<file path="config.mk">
export PLATFORM = sky130hd
export DESIGN_NAME = scan_encoder
export DESIGN_NICKNAME = d
export VERILOG_FILES = /design/src/rtl/scan_encoder_pkg.sv /design/src/rtl/rotate_pick.sv /design/src/rtl/scan_encoder.sv
export SDC_FILE = /design/constraint.sdc
export NUM_CORES = 1
export LEC_CHECK = 0
export BUFFER_PORTS_ARGS = -buffer_cell sky130_fd_sc_hd__buf_4
export CORE_UTILIZATION = 41
export DETAILED_ROUTE_END_ITERATION = 12
export PLACE_DENSITY_LB_ADDON = 0.1
export SKIP_CTS_REPAIR_TIMING = 1
export SLEW_MARGIN = 5
export SYNTH_ARGS = -nofsm -noshare
export SYNTH_HDL_FRONTEND = slang
export SYNTH_SLANG_ARGS = --single-unit
</file>
<file path="constraint.sdc">
create_clock -name clock -period 4.4 [get_ports clock]
set_input_delay 0.22 -clock clock [delete_from_list [all_inputs] [get_ports clock]]
set_output_delay 0.22 -clock clock [all_outputs]
set_load 0.05 [all_outputs]
</file>
<file path="src/rtl/scan_encoder_pkg.sv">
// Shared types for the scan encoder: emission order and FSM state.
package scan_encoder_pkg;

  typedef enum logic [1:0] {MODE_MSB, MODE_LSB, MODE_RR, MODE_RSV} mode_t;

  typedef enum logic {ST_IDLE, ST_SCAN} state_t;

endpackage

</file>
<file path="src/rtl/rotate_pick.sv">
// Lowest-set-bit finder on a vector rotated right by 'rotate'; purely combinational.
// 'found' is the position in the rotated vector; callers add 'rotate' back (mod NUM_ENTRY).
module rotate_pick #(
  parameter int NUM_ENTRY = 8,
  parameter int WIDTH_ENC = $clog2(NUM_ENTRY)
) (
  input  logic [NUM_ENTRY-1:0] vector,
  input  logic [WIDTH_ENC-1:0] rotate,
  output logic [WIDTH_ENC-1:0] found
);

  logic [2*NUM_ENTRY-1:0] doubled;
  logic [NUM_ENTRY-1:0]   rotated;

  // rotated[i] = vector[(i + rotate) mod NUM_ENTRY], valid for any rotate < NUM_ENTRY
  assign doubled = {vector, vector} >> rotate;
  assign rotated = doubled[NUM_ENTRY-1:0];

  always_comb begin
    found = '0;
    for (int i = NUM_ENTRY - 1; i >= 0; i--) begin
      if (rotated[i]) found = WIDTH_ENC'(i);
    end
  end

endmodule

</file>
<file path="src/rtl/scan_encoder.sv">
// Serialises a multi-hot request vector into one binary index per beat (MSB, LSB or round-robin order).
// First beat one cycle after accept; I_Ready low freezes all state; next vector may load on the last beat.
module scan_encoder
  import scan_encoder_pkg::*;
#(
  parameter int NUM_ENTRY = 8,
  parameter int WIDTH_ENC = $clog2(NUM_ENTRY),
  parameter int WIDTH_CNT = $clog2(NUM_ENTRY + 1)
) (
  input  logic                 clock,
  input  logic                 reset,
  input  logic                 I_Valid,
  input  logic [NUM_ENTRY-1:0] I_Data,
  input  logic [1:0]           I_Mode,
  output logic                 O_Ready,
  output logic                 O_Valid,
  output logic [WIDTH_ENC-1:0] O_Enc,
  output logic                 O_Last,
  output logic [WIDTH_CNT-1:0] O_Remain,
  input  logic                 I_Ready
);

  localparam logic [WIDTH_ENC-1:0] LAST_IDX  = WIDTH_ENC'(NUM_ENTRY - 1);
  localparam logic [WIDTH_ENC:0]   ENTRY_EXT = (WIDTH_ENC + 1)'(NUM_ENTRY);

  function automatic logic [WIDTH_CNT-1:0] popcount(input logic [NUM_ENTRY-1:0] v);
    logic [WIDTH_CNT-1:0] cnt;
    cnt = '0;
    for (int i = 0; i < NUM_ENTRY; i++) cnt = cnt + WIDTH_CNT'(v[i]);
    return cnt;
  endfunction

  state_t               state;
  mode_t                mode;
  logic [NUM_ENTRY-1:0] pending;
  logic [WIDTH_ENC-1:0] ptr;

  logic [NUM_ENTRY-1:0] reversed;
  logic [WIDTH_ENC-1:0] fwd_rotate;
  logic [WIDTH_ENC-1:0] fwd_found;
  logic [WIDTH_ENC-1:0] rev_found;
  logic [WIDTH_ENC:0]   rr_sum;
  logic [WIDTH_ENC-1:0] pick;
  logic                 beat;
  logic                 accept;

  always_comb begin
    reversed = '0;
    for (int i = 0; i < NUM_ENTRY; i++) reversed[i] = pending[NUM_ENTRY-1-i];
  end

  assign fwd_rotate = (mode == MODE_RR) ? ptr : '0;

  rotate_pick #(
    .NUM_ENTRY (NUM_ENTRY),
    .WIDTH_ENC (WIDTH_ENC)
  ) u_pick_fwd (
    .vector (pending),
    .rotate (fwd_rotate),
    .found  (fwd_found)
  );

  rotate_pick #(
    .NUM_ENTRY (NUM_ENTRY),
    .WIDTH_ENC (WIDTH_ENC)
  ) u_pick_rev (
    .vector (reversed),
    .rotate ('0),
    .found  (rev_found)
  );

  // Reserved mode falls into the default arm and behaves as MSB-first.
  always_comb begin
    rr_sum = {1'b0, fwd_found} + {1'b0, ptr};
    if (rr_sum >= ENTRY_EXT) rr_sum = rr_sum - ENTRY_EXT;
    case (mode)
      MODE_LSB: pick = fwd_found;
      MODE_RR:  pick = rr_sum[WIDTH_ENC-1:0];
      default:  pick = LAST_IDX - rev_found;
    endcase
  end

  assign O_Valid  = (state == ST_SCAN);
  assign O_Enc    = O_Valid ? pick : '0;
  assign O_Remain = O_Valid ? popcount(pending) : '0;
  assign O_Last   = O_Valid && (O_Remain == WIDTH_CNT'(1));
  assign O_Ready  = !O_Valid || (I_Ready && O_Last);

  assign beat   = O_Valid && I_Ready;
  assign accept = I_Valid && O_Ready;

  always_ff @(posedge clock) begin
    if (reset) begin
      state   <= ST_IDLE;
      mode    <= MODE_MSB;
      pending <= '0;
      ptr     <= '0;
    end else begin
      if (beat) begin
        pending[O_Enc] <= 1'b0;
        if (mode == MODE_RR) ptr <= (O_Enc == LAST_IDX) ? '0 : O_Enc + WIDTH_ENC'(1);
        if (O_Last) state <= ST_IDLE;
      end
      // A load on the final beat overrides the clear above; the pointer advance still applies.
      if (accept) begin
        pending <= I_Data;
        mode    <= mode_t'(I_Mode);
        state   <= (I_Data != '0) ? ST_SCAN : ST_IDLE;
      end
    end
  end

endmodule

</file>
---- Yosys cells after proc, flatten, opt, wreduce, memory -nomap -nowiden ----
Index checks and enable logic that the tools add are counted.
word-level totals
  word-level logic and storage cells ...... 67
  input port bits ......................... 14
  output and inout bits ................... 10
  register bits ........................... 14
cells by class
  multiplexer cells ....................... 30
  shifts and indexed selects .............. 1
  reductions and logical operators ........ 12
  eq/ne operators ......................... 4
  order comparisons ....................... 3
  bitwise operators ....................... 2
  add/subtract/negate cells ............... 11
operators by type and width
  cell                                                                   number
  3-bit 2-to-1 mux                                                       20
  4-bit by 1-bit adder with 4-bit output                                 4
  8-bit 2-to-1 mux                                                       2
  16-bit by 3-bit right shift with 8-bit output                          1
  8-bit bitwise AND                                                      1
  8-bit inverter                                                         1
  8-bit nonzero test                                                     1
  3-bit one-hot mux with 2 select lines                                  1
  1-bit logical AND                                                      5
  1-bit 2-to-1 mux                                                       5
  3-bit by 1-bit adder with 4-bit output                                 1
  3-bit by 3-bit adder with 4-bit output                                 1
  4-bit by 1-bit == test with 1-bit output, second input constant        1
  4-bit >= comparator, second input constant                             1
  3-bit by 4-bit < comparator with 1-bit output, second input constant   1
  4-bit 2-to-1 mux                                                       1
  2-bit AND reduction                                                    2
  2-bit nonzero test                                                     2
  2-bit by 1-bit adder with 3-bit output                                 1
  3-bit by 1-bit adder with 3-bit output, second input constant          1
  1-bit demux with 3-bit select                                          1
  3-bit == test, second input constant                                   1
  3-bit by 1-bit >= comparator with 1-bit output, second input constant  1
  3-bit by 1-bit subtractor with 3-bit output, second input constant     1
  6 further kinds                                                        6

---- Logic depth before layout (Yosys ltp) ----
Gate-level depths: netlist of the first run.
  depth in word-level cells ............... 24
  mapped depth ............................ 19
  mapped depth without buffers ............ 16

---- By module ----
Synthesis of the first run repeated with hierarchy kept, for this count alone.
second synthesis, totals
  cell total of the unflattened synthesis .. 206
  area total of the unflattened synthesis .. 1858.0 um^2
modules (own cells, without submodules)
  module        area an instance (um^2)  seq. area each (um^2)  times used  cells each
  scan_encoder  1102.3                   280.3                  1           134
  rotate_pick   377.9                    0.0                    2           36

---- Worst setup path before layout of the first run ----
No wires, ideal clock.
  path kind ............................... reg-to-reg
  from .................................... reg pending[0]
  to ...................................... reg pending[6]
  path buffers ............................ 1
  stages on the path, launching flop included .. 16
  arrival time ............................ 5084 ps
  slack ................................... -799 ps
  clock period less this slack ............ 5199 ps
  required time ........................... 4285 ps
  library setup time ...................... 115 ps
  cell sequence ........................... dfxtp_1 fa_1 inv_1 fa_1 fa_1 inv_1 ha_1 fa_1 xor2_1 or3_1 o21ai_0 and2_1 clkbuf_1 nor3_1 a21oi_1 a21bo_2
between the ends
  elaborated cells on any way between the ends .. 47
  classes of those cells .................. 10 x add/sub; 3 x order compare; 1 x eq/ne; 1 x shift; 24 x mux; 2 x bitwise; 6 x reduce/logical
RTL lines
  what                                                           line                 source
  from (decl)                                                    scan_encoder.sv:35   logic [NUM_ENTRY-1:0] pending;
  from (signal assigned)                                         scan_encoder.sv:106  pending <= I_Data;
  1-bit by 1-bit adder with 2-bit output (*)                     scan_encoder.sv:29   for (int i = 0; i < NUM_ENTRY; i++) cnt = cnt + WIDTH_CNT'(v[i]);
  2-bit by 1-bit adder with 3-bit output (*)                     scan_encoder.sv:29
  3-bit by 1-bit adder with 4-bit output (*)                     scan_encoder.sv:29
  4-bit by 1-bit adder with 4-bit output (*) (4 in series)       scan_encoder.sv:29
  4-bit 2-to-1 mux (*)                                           scan_encoder.sv:85   assign O_Remain = O_Valid ? popcount(pending) : '0;
  4-bit by 1-bit == test with 1-bit output (*)                   scan_encoder.sv:86   assign O_Last = O_Valid && (O_Remain == WIDTH_CNT'(1));
  1-bit logical AND (*)                                          scan_encoder.sv:86
  1-bit logical AND (*)                                          scan_encoder.sv:87   assign O_Ready = !O_Valid || (I_Ready && O_Last);
  1-bit logical OR (*)                                           scan_encoder.sv:87
  named net O_Ready                                              scan_encoder.sv:15   output logic O_Ready,
  1-bit logical AND (*)                                          scan_encoder.sv:90   assign accept = I_Valid && O_Ready;
  8-bit 2-to-1 mux / 2-bit nonzero test (equally long branches)  -
The timed path passes the listed nets; every way through them passes the cells marked *. The select of a mux whose other input is x is not followed.
A chain may end at the register's enable or synchronous reset.

---- Final worst setup path of the first run ----
  from .................................... reg pending[0]
  to ...................................... reg pending[6]
between the ends
  longest elaborated chain between the ends .. 22
  elaborated cells on any way between the ends .. 47
  classes of those cells .................. 10 x add/sub; 3 x order compare; 1 x eq/ne; 1 x shift; 24 x mux; 2 x bitwise; 6 x reduce/logical
RTL lines
  what                                                                                                                                          line                 source
  16-bit by 3-bit right shift with 8-bit output                                                                                                 rotate_pick.sv:16    assign doubled = {vector, vector} >> rotate;
  3-bit 2-to-1 mux (8 in series)                                                                                                                rotate_pick.sv:22    if (rotated[i]) found = WIDTH_ENC'(i);
  3-bit by 3-bit adder with 4-bit output                                                                                                        scan_encoder.sv:74   rr_sum = {1'b0, fwd_found} + {1'b0, ptr};
  4-bit >= comparator / 3-bit by 1-bit subtractor with 3-bit output (equally long branches)                                                     scan_encoder.sv:75   if (rr_sum >= ENTRY_EXT) rr_sum = rr_sum - ENTRY_EXT;
  3-bit 2-to-1 mux                                                                                                                              scan_encoder.sv:75
  3-bit one-hot mux with 2 select lines                                                                                                         scan_encoder.sv:76   case (mode)
  3-bit 2-to-1 mux                                                                                                                              scan_encoder.sv:84   assign O_Enc = O_Valid ? pick : '0;
  3-bit by 4-bit < comparator with 1-bit output (not written as such) / 3-bit by 1-bit >= comparator with 1-bit output (equally long branches)  scan_encoder.sv:100  pending[O_Enc] <= 1'b0;
  1-bit logical AND (not written as such)                                                                                                       scan_encoder.sv:100
  1-bit 2-to-1 mux (not written as such)                                                                                                        scan_encoder.sv:100
  1-bit demux with 3-bit select                                                                                                                 scan_encoder.sv:100
  8-bit inverter (no source line)                                                                                                               -
  8-bit bitwise AND (no source line)                                                                                                            -
  8-bit 2-to-1 mux                                                                                                                              scan_encoder.sv:99   if (beat) begin
  8-bit 2-to-1 mux                                                                                                                              scan_encoder.sv:105  if (accept) begin
Parallel ways exist; a longest one is shown, timed or not. The select of a mux whose other input is x is not followed.

==> results of run 1 <==
## where the power goes
part | switching (W) | total (W) | internal, W
sequential | 0.0000550 | 0.000207 | 0.000152
combinational | 0.000444 | 0.000701 | 0.000257
clock | 0.0000491 | 0.000129 | 0.0000795
## kinds of logic (layout without fill, tap and decap cells)
kind of cell,after synthesis,in the layout,share of synthesized area (%)
AO/OA/AOI/OAI,64,64,25.74
buffers and inverters,33,48,10.64
multiplexers,9,9,5.176
XOR/XNOR,3,3,1.510
adder cells (fa/ha/maj),14,14,12.22
AND/OR/NAND/NOR,91,91,28.61
flip-flops,14,14,16.10
## worst max path at each step
stage / startpoint / endpoint / slack [ps] / cells past startpoint
after floorplan: pending[0] / pending[6] / 90 / 15
after global placement: pending[0] / pending[6] / 290 / 14
after detailed placement: pending[0] / pending[6] / 230 / 14
after CTS: pending[0] / pending[6] / 220 / 14
after global routing: pending[0] / pending[6] / 30 / 14
final: pending[0] / pending[6] / 280 / 14
## metrics by stage
step | power, W | hold WS (ps) | setup slack, ps
final | 0.001037 | 196.5 | 277.3
after global routing | 0.001134 | 212.0 | 33.95
after CTS | 0.001040 | 194.1 | 219.7
after detailed placement | 0.0009084 | 454.4 | 228.9
after global placement | 0.0009128 | 453.7 | 294.4
after floorplan | 0.0007368 | 349.0 | 85.43
## synth_stat cells (all sizes together) (9+ instances only)
| cell | number | share of area (%) |
|---|---|---|
| a21oi | 9 | 2.6 |
| a22oi | 17 | 7.3 |
| and3b | 12 | 6.0 |
| buf | 12 | 6.1 |
| dfxtp | 14 | 16 |
| ha | 9 | 6.5 |
| inv | 16 | 3.5 |
| mux2i | 9 | 5.2 |
| nand2 | 27 | 5.8 |
| nor2 | 18 | 3.9 |
| o21ai | 18 | 5.2 |
## area by class of cell
cell class | instances | area [um2] | area share (%)
Clock buffer | 4 | 55.05 | 2.810
Inverter | 16 | 60.06 | 3.065
Multi-Input combinational cell | 181 | 1287 | 65.71
Sequential cell | 14 | 284.0 | 14.50
Tap cell | 50 | 62.56 | 3.193
Timing Repair Buffer | 28 | 210.2 | 10.73
## state kept, by name, summed over array words and instances, names as in the netlist
signal,count
mode,2
O_Valid,1
pending,8
ptr,3
## metal layers
| layer | track usage [%] | vias up |
|---|---|---|
| li1 | - | 851 |
| met1 | 29.17 | 795 |
| met2 | 35.50 | 56 |
| met3 | 2.365 | 10 |
| met4 | 9.043 | 0 |
| met5 | 0 | - |
## critical path, cell delays in order, from the launching register on
cell,delay (ps)
dfxtp_2,370
fa_1,540
inv_1,40
fa_1,440
fa_1,490
inv_1,40
ha_1,190
fa_1,380
xor2_1,160
or3_1,410
o21ai_4,210
and2_1,280
nor3_1,100
a21oi_1,140
a21bo_2,220
==> impl_metrics.ini, run 1 <==
[worst_setup_path]
reg2reg_to = pending[6]
path_max_fanout = 9
required_ps = 4550
crit_arrival_ps = 4270
endpoint_kind = register
reg2reg_slack_ps = 280
critPathLaunchType = register
r2r_cells = 14
crit_type = register to register
r2r_start = pending[0]

[cells_and_area]
nNetsFinal = 272
antennaDiodeCount = 0
finalNonFillerCells = 293
fin_area_um2 = 1959
syn_to_final_growth_pct = 12.58
drive_gt1_share_pct = 16.87
layout_commonest_cell = buf_4
finish.utilization_pct = 48.63
layout_common_cells = buf_4, nand2_1, nor2_1
fillers = 445

[grt]
grt_max_degree = 19
first_global_vias = 1571
antenna_found_initial = 0
grt-ovfl-total = 0
grt_pass1_wl_mm = 7.452
globalRouteTotalUtil_pct = 21.84

[sta]
setup_tns_ps = 0
slew-limit-headroom_pct = 45.24
final.min_clock_period_ps = 4123
worst_pin_slew_ps = 816.5
rsz0062_at_grt = false
finalHoldViolCount = 0
setup_viol = 0
fin_crit_sh_pct = 93.70
clock_skew_ps = 0.6768
timing.fmax_ghz = 0.2426
drv_slew = 0

[clocking]
cts_buffer_depth = 2
clkLatencyLatePin_ps = 250
htreeDepth = 1
cts_sinks = 14
path_clk_slew_ps = 60
numCtsBuffers = 3
root_buffer = clkbuf_8
cts_tree = yes

[placed_design]
hpwl_mm = 3.401
gp_congestion = 0.8659
dpl.cell_count = 289
place_area_um2 = 1899
port_buffers = 23

[drt]
drt_wl_total_mm = 4.438
avgViaCountPerCell = 5.843
met3_wirelength_um = 171
met1Wirelength_mm = 2.133
met2_length_mm = 2.012
wl_per_cell_um = 15.15
drtPass1Iterations = 4
first_iter_violations = 232
maxUsedRoutingLayer = met4
post-route-drc-count = 0
vias = 1712
drtAntennaViolNets = 0

[synth]
ys_seq_elements = 14
synth_edf_count = 0
synthDistinctLibCells = 45
yosys_warnings = 0
synth_area_um2 = 1740
syn_avg_cell_area_um2 = 7.633
syn_nets = 256
dominantRegCellSynth = dfxtp_1
ys_seq_area_share_pct = 16.10
async_flop_share_pct = 0
syn_inst = 228

[hold_path]
hold-path-endpoint = pending[0]
hold_depth = 3
hp-class = input pin to register
hp-start = I_Data[0]

[outcome]
status = finished clean

[pwr]
power_density_nw_per_um2 = 529.1
leakage_nw = 0.8501
vdd_ir_drop_max_mv = 0.5546

[die]
die_w_um = 67.16
die_h_um = 67.16
rows = 23
io_pins = 24
dieArea_um2 = 4510
coreArea_um2 = 4029
start_util_pct = 43.20

[job]
cap_violations = 0
No activity file was read; power rests on OpenSTA's default activity.
==> run 2: changes to the inputs <==
Settings changed: PLACE_DENSITY_LB_ADDON 0.1 to 0.15.
==> impl_metrics.ini, run 2 (synthesized netlist as in run 1, its figures left out) <==
[cells_and_area]
layout_common_cells = buf_4, nand2_1, nor2_1
drive_gt1_share_pct = 17.48
finish.utilization_pct = 49.16
antennaDiodeCount = 0
nNetsFinal = 275
fin_area_um2 = 1981
largest_register_ffs = 8
largest-register = pending
top_regs = pending x8, ptr x3, mode x2
syn_to_final_growth_pct = 13.80
fillers = 426
layout_commonest_cell = buf_4

[grt]
grt_max_degree = 22
globalRouteTotalUtil_pct = 21.43
antenna_found_initial = 0
grt_pass1_wl_mm = 7.279
grt-ovfl-total = 0
first_global_vias = 1549

[sta]
clock_skew_ps = 0.7073
rsz0062_at_grt = false
slew-limit-headroom_pct = 50.61
timing.hold.ws_ps = 206.2
setup_viol = 0
final.min_clock_period_ps = 4060
drv_slew = 0
setup_tns_ps = 0
finalHoldViolCount = 0
worst_pin_slew_ps = 736.4
timing.fmax_ghz = 0.2463
fin_crit_sh_pct = 92.28

[drt]
met2_length_mm = 2.034
wl_per_cell_um = 15.07
drt_wl_total_mm = 4.462
met1Wirelength_mm = 2.174
met3_wirelength_um = 171
drtAntennaViolNets = 0
maxUsedRoutingLayer = met4
avgViaCountPerCell = 5.838
first_iter_violations = 169
drtPass1Iterations = 4
vias = 1728
post-route-drc-count = 0

[job]
cap_violations = 0

[clocking]
cts_tree = yes
clkLatencyLatePin_ps = 250
root_buffer = clkbuf_8
numCtsBuffers = 3
cts_sinks = 14
cts_buffer_depth = 2
htreeDepth = 1
path_clk_slew_ps = 60

[outcome]
status = finished clean

[placed_design]
place_area_um2 = 1922
port_buffers = 23
gp_congestion = 0.8537
hpwl_mm = 3.412

[die]
dieArea_um2 = 4510
die_w_um = 67.16
io_pins = 24
coreArea_um2 = 4029
start_util_pct = 43.20
die_h_um = 67.16
rows = 23

[pwr]
power_density_nw_per_um2 = 530.2
vdd_ir_drop_max_mv = 0.4713
leakage_nw = 0.8641

[worst_setup_path]
required_ps = 4180
crit_arrival_ps = 3840
path_max_fanout = 12
endpoint_kind = output port
critPathLaunchType = register
crit_type = register to output port

[hold_path]
hp-class = input pin to register
run 2: path summary, 6_finish.rpt:
check	startpoint	end	slack (ps)	cells after the start
hold reg to reg	mode[1]	mode[1]	490	2
setup reg to reg	pending[0]	pending[1]	430	14
hold / removal	I_Data[2]	pending[2]	210	3
setup / recovery	mode[0]	O_Enc[2]	340	15
run 2: worst max-delay path, stage by stage (launching register included):
cell       delay [ps]
dfxtp_1           360
inv_1              60
ha_1              330
and3_2            340
a22oi_1           200
o2111ai_1         180
nor2b_1           170
o211ai_1          220
a21boi_0          120
ha_1              210
fa_1              380
xor2_1            160
o21ai_0           150
nor4_1             60
and4b_2           420
buf_4             240
run 2: metal layers:
metal | up-vias | track usage, %
li1 | 860 | -
met1 | 809 | 28.21
met2 | 50 | 36.13
met3 | 9 | 1.182
met4 | 0 | 9.043
met5 | - | 0
run 2: final cells by class:
| type | count | area (um2) | share of cell area, % |
|---|---|---|---|
| Inverter | 16 | 60.06 | 3.032 |
| Tap cell | 50 | 62.56 | 3.159 |
| Sequential cell | 14 | 281.5 | 14.21 |
| Multi-Input combinational cell | 181 | 1289 | 65.07 |
| Timing Repair Buffer | 31 | 232.7 | 11.75 |
| Clock buffer | 4 | 55.05 | 2.780 |
run 2: power breakdown:
part           leakage (nW)  internal, W  switching, W
clock                0.0288    0.0000794     0.0000466
combinational         0.720     0.000268      0.000462
sequential            0.116     0.000151     0.0000431
run 2: per-stage QoR:
stage	worst slack [ps]	cells	total power, W
after floorplan	85.43	228	0.0007368
after global placement	427.5	292	0.0009253
after detailed placement	446.7	292	0.0009223
after CTS	162.9	296	0.001055
after global routing	16.59	296	0.001133
final	339.7	296	0.001050
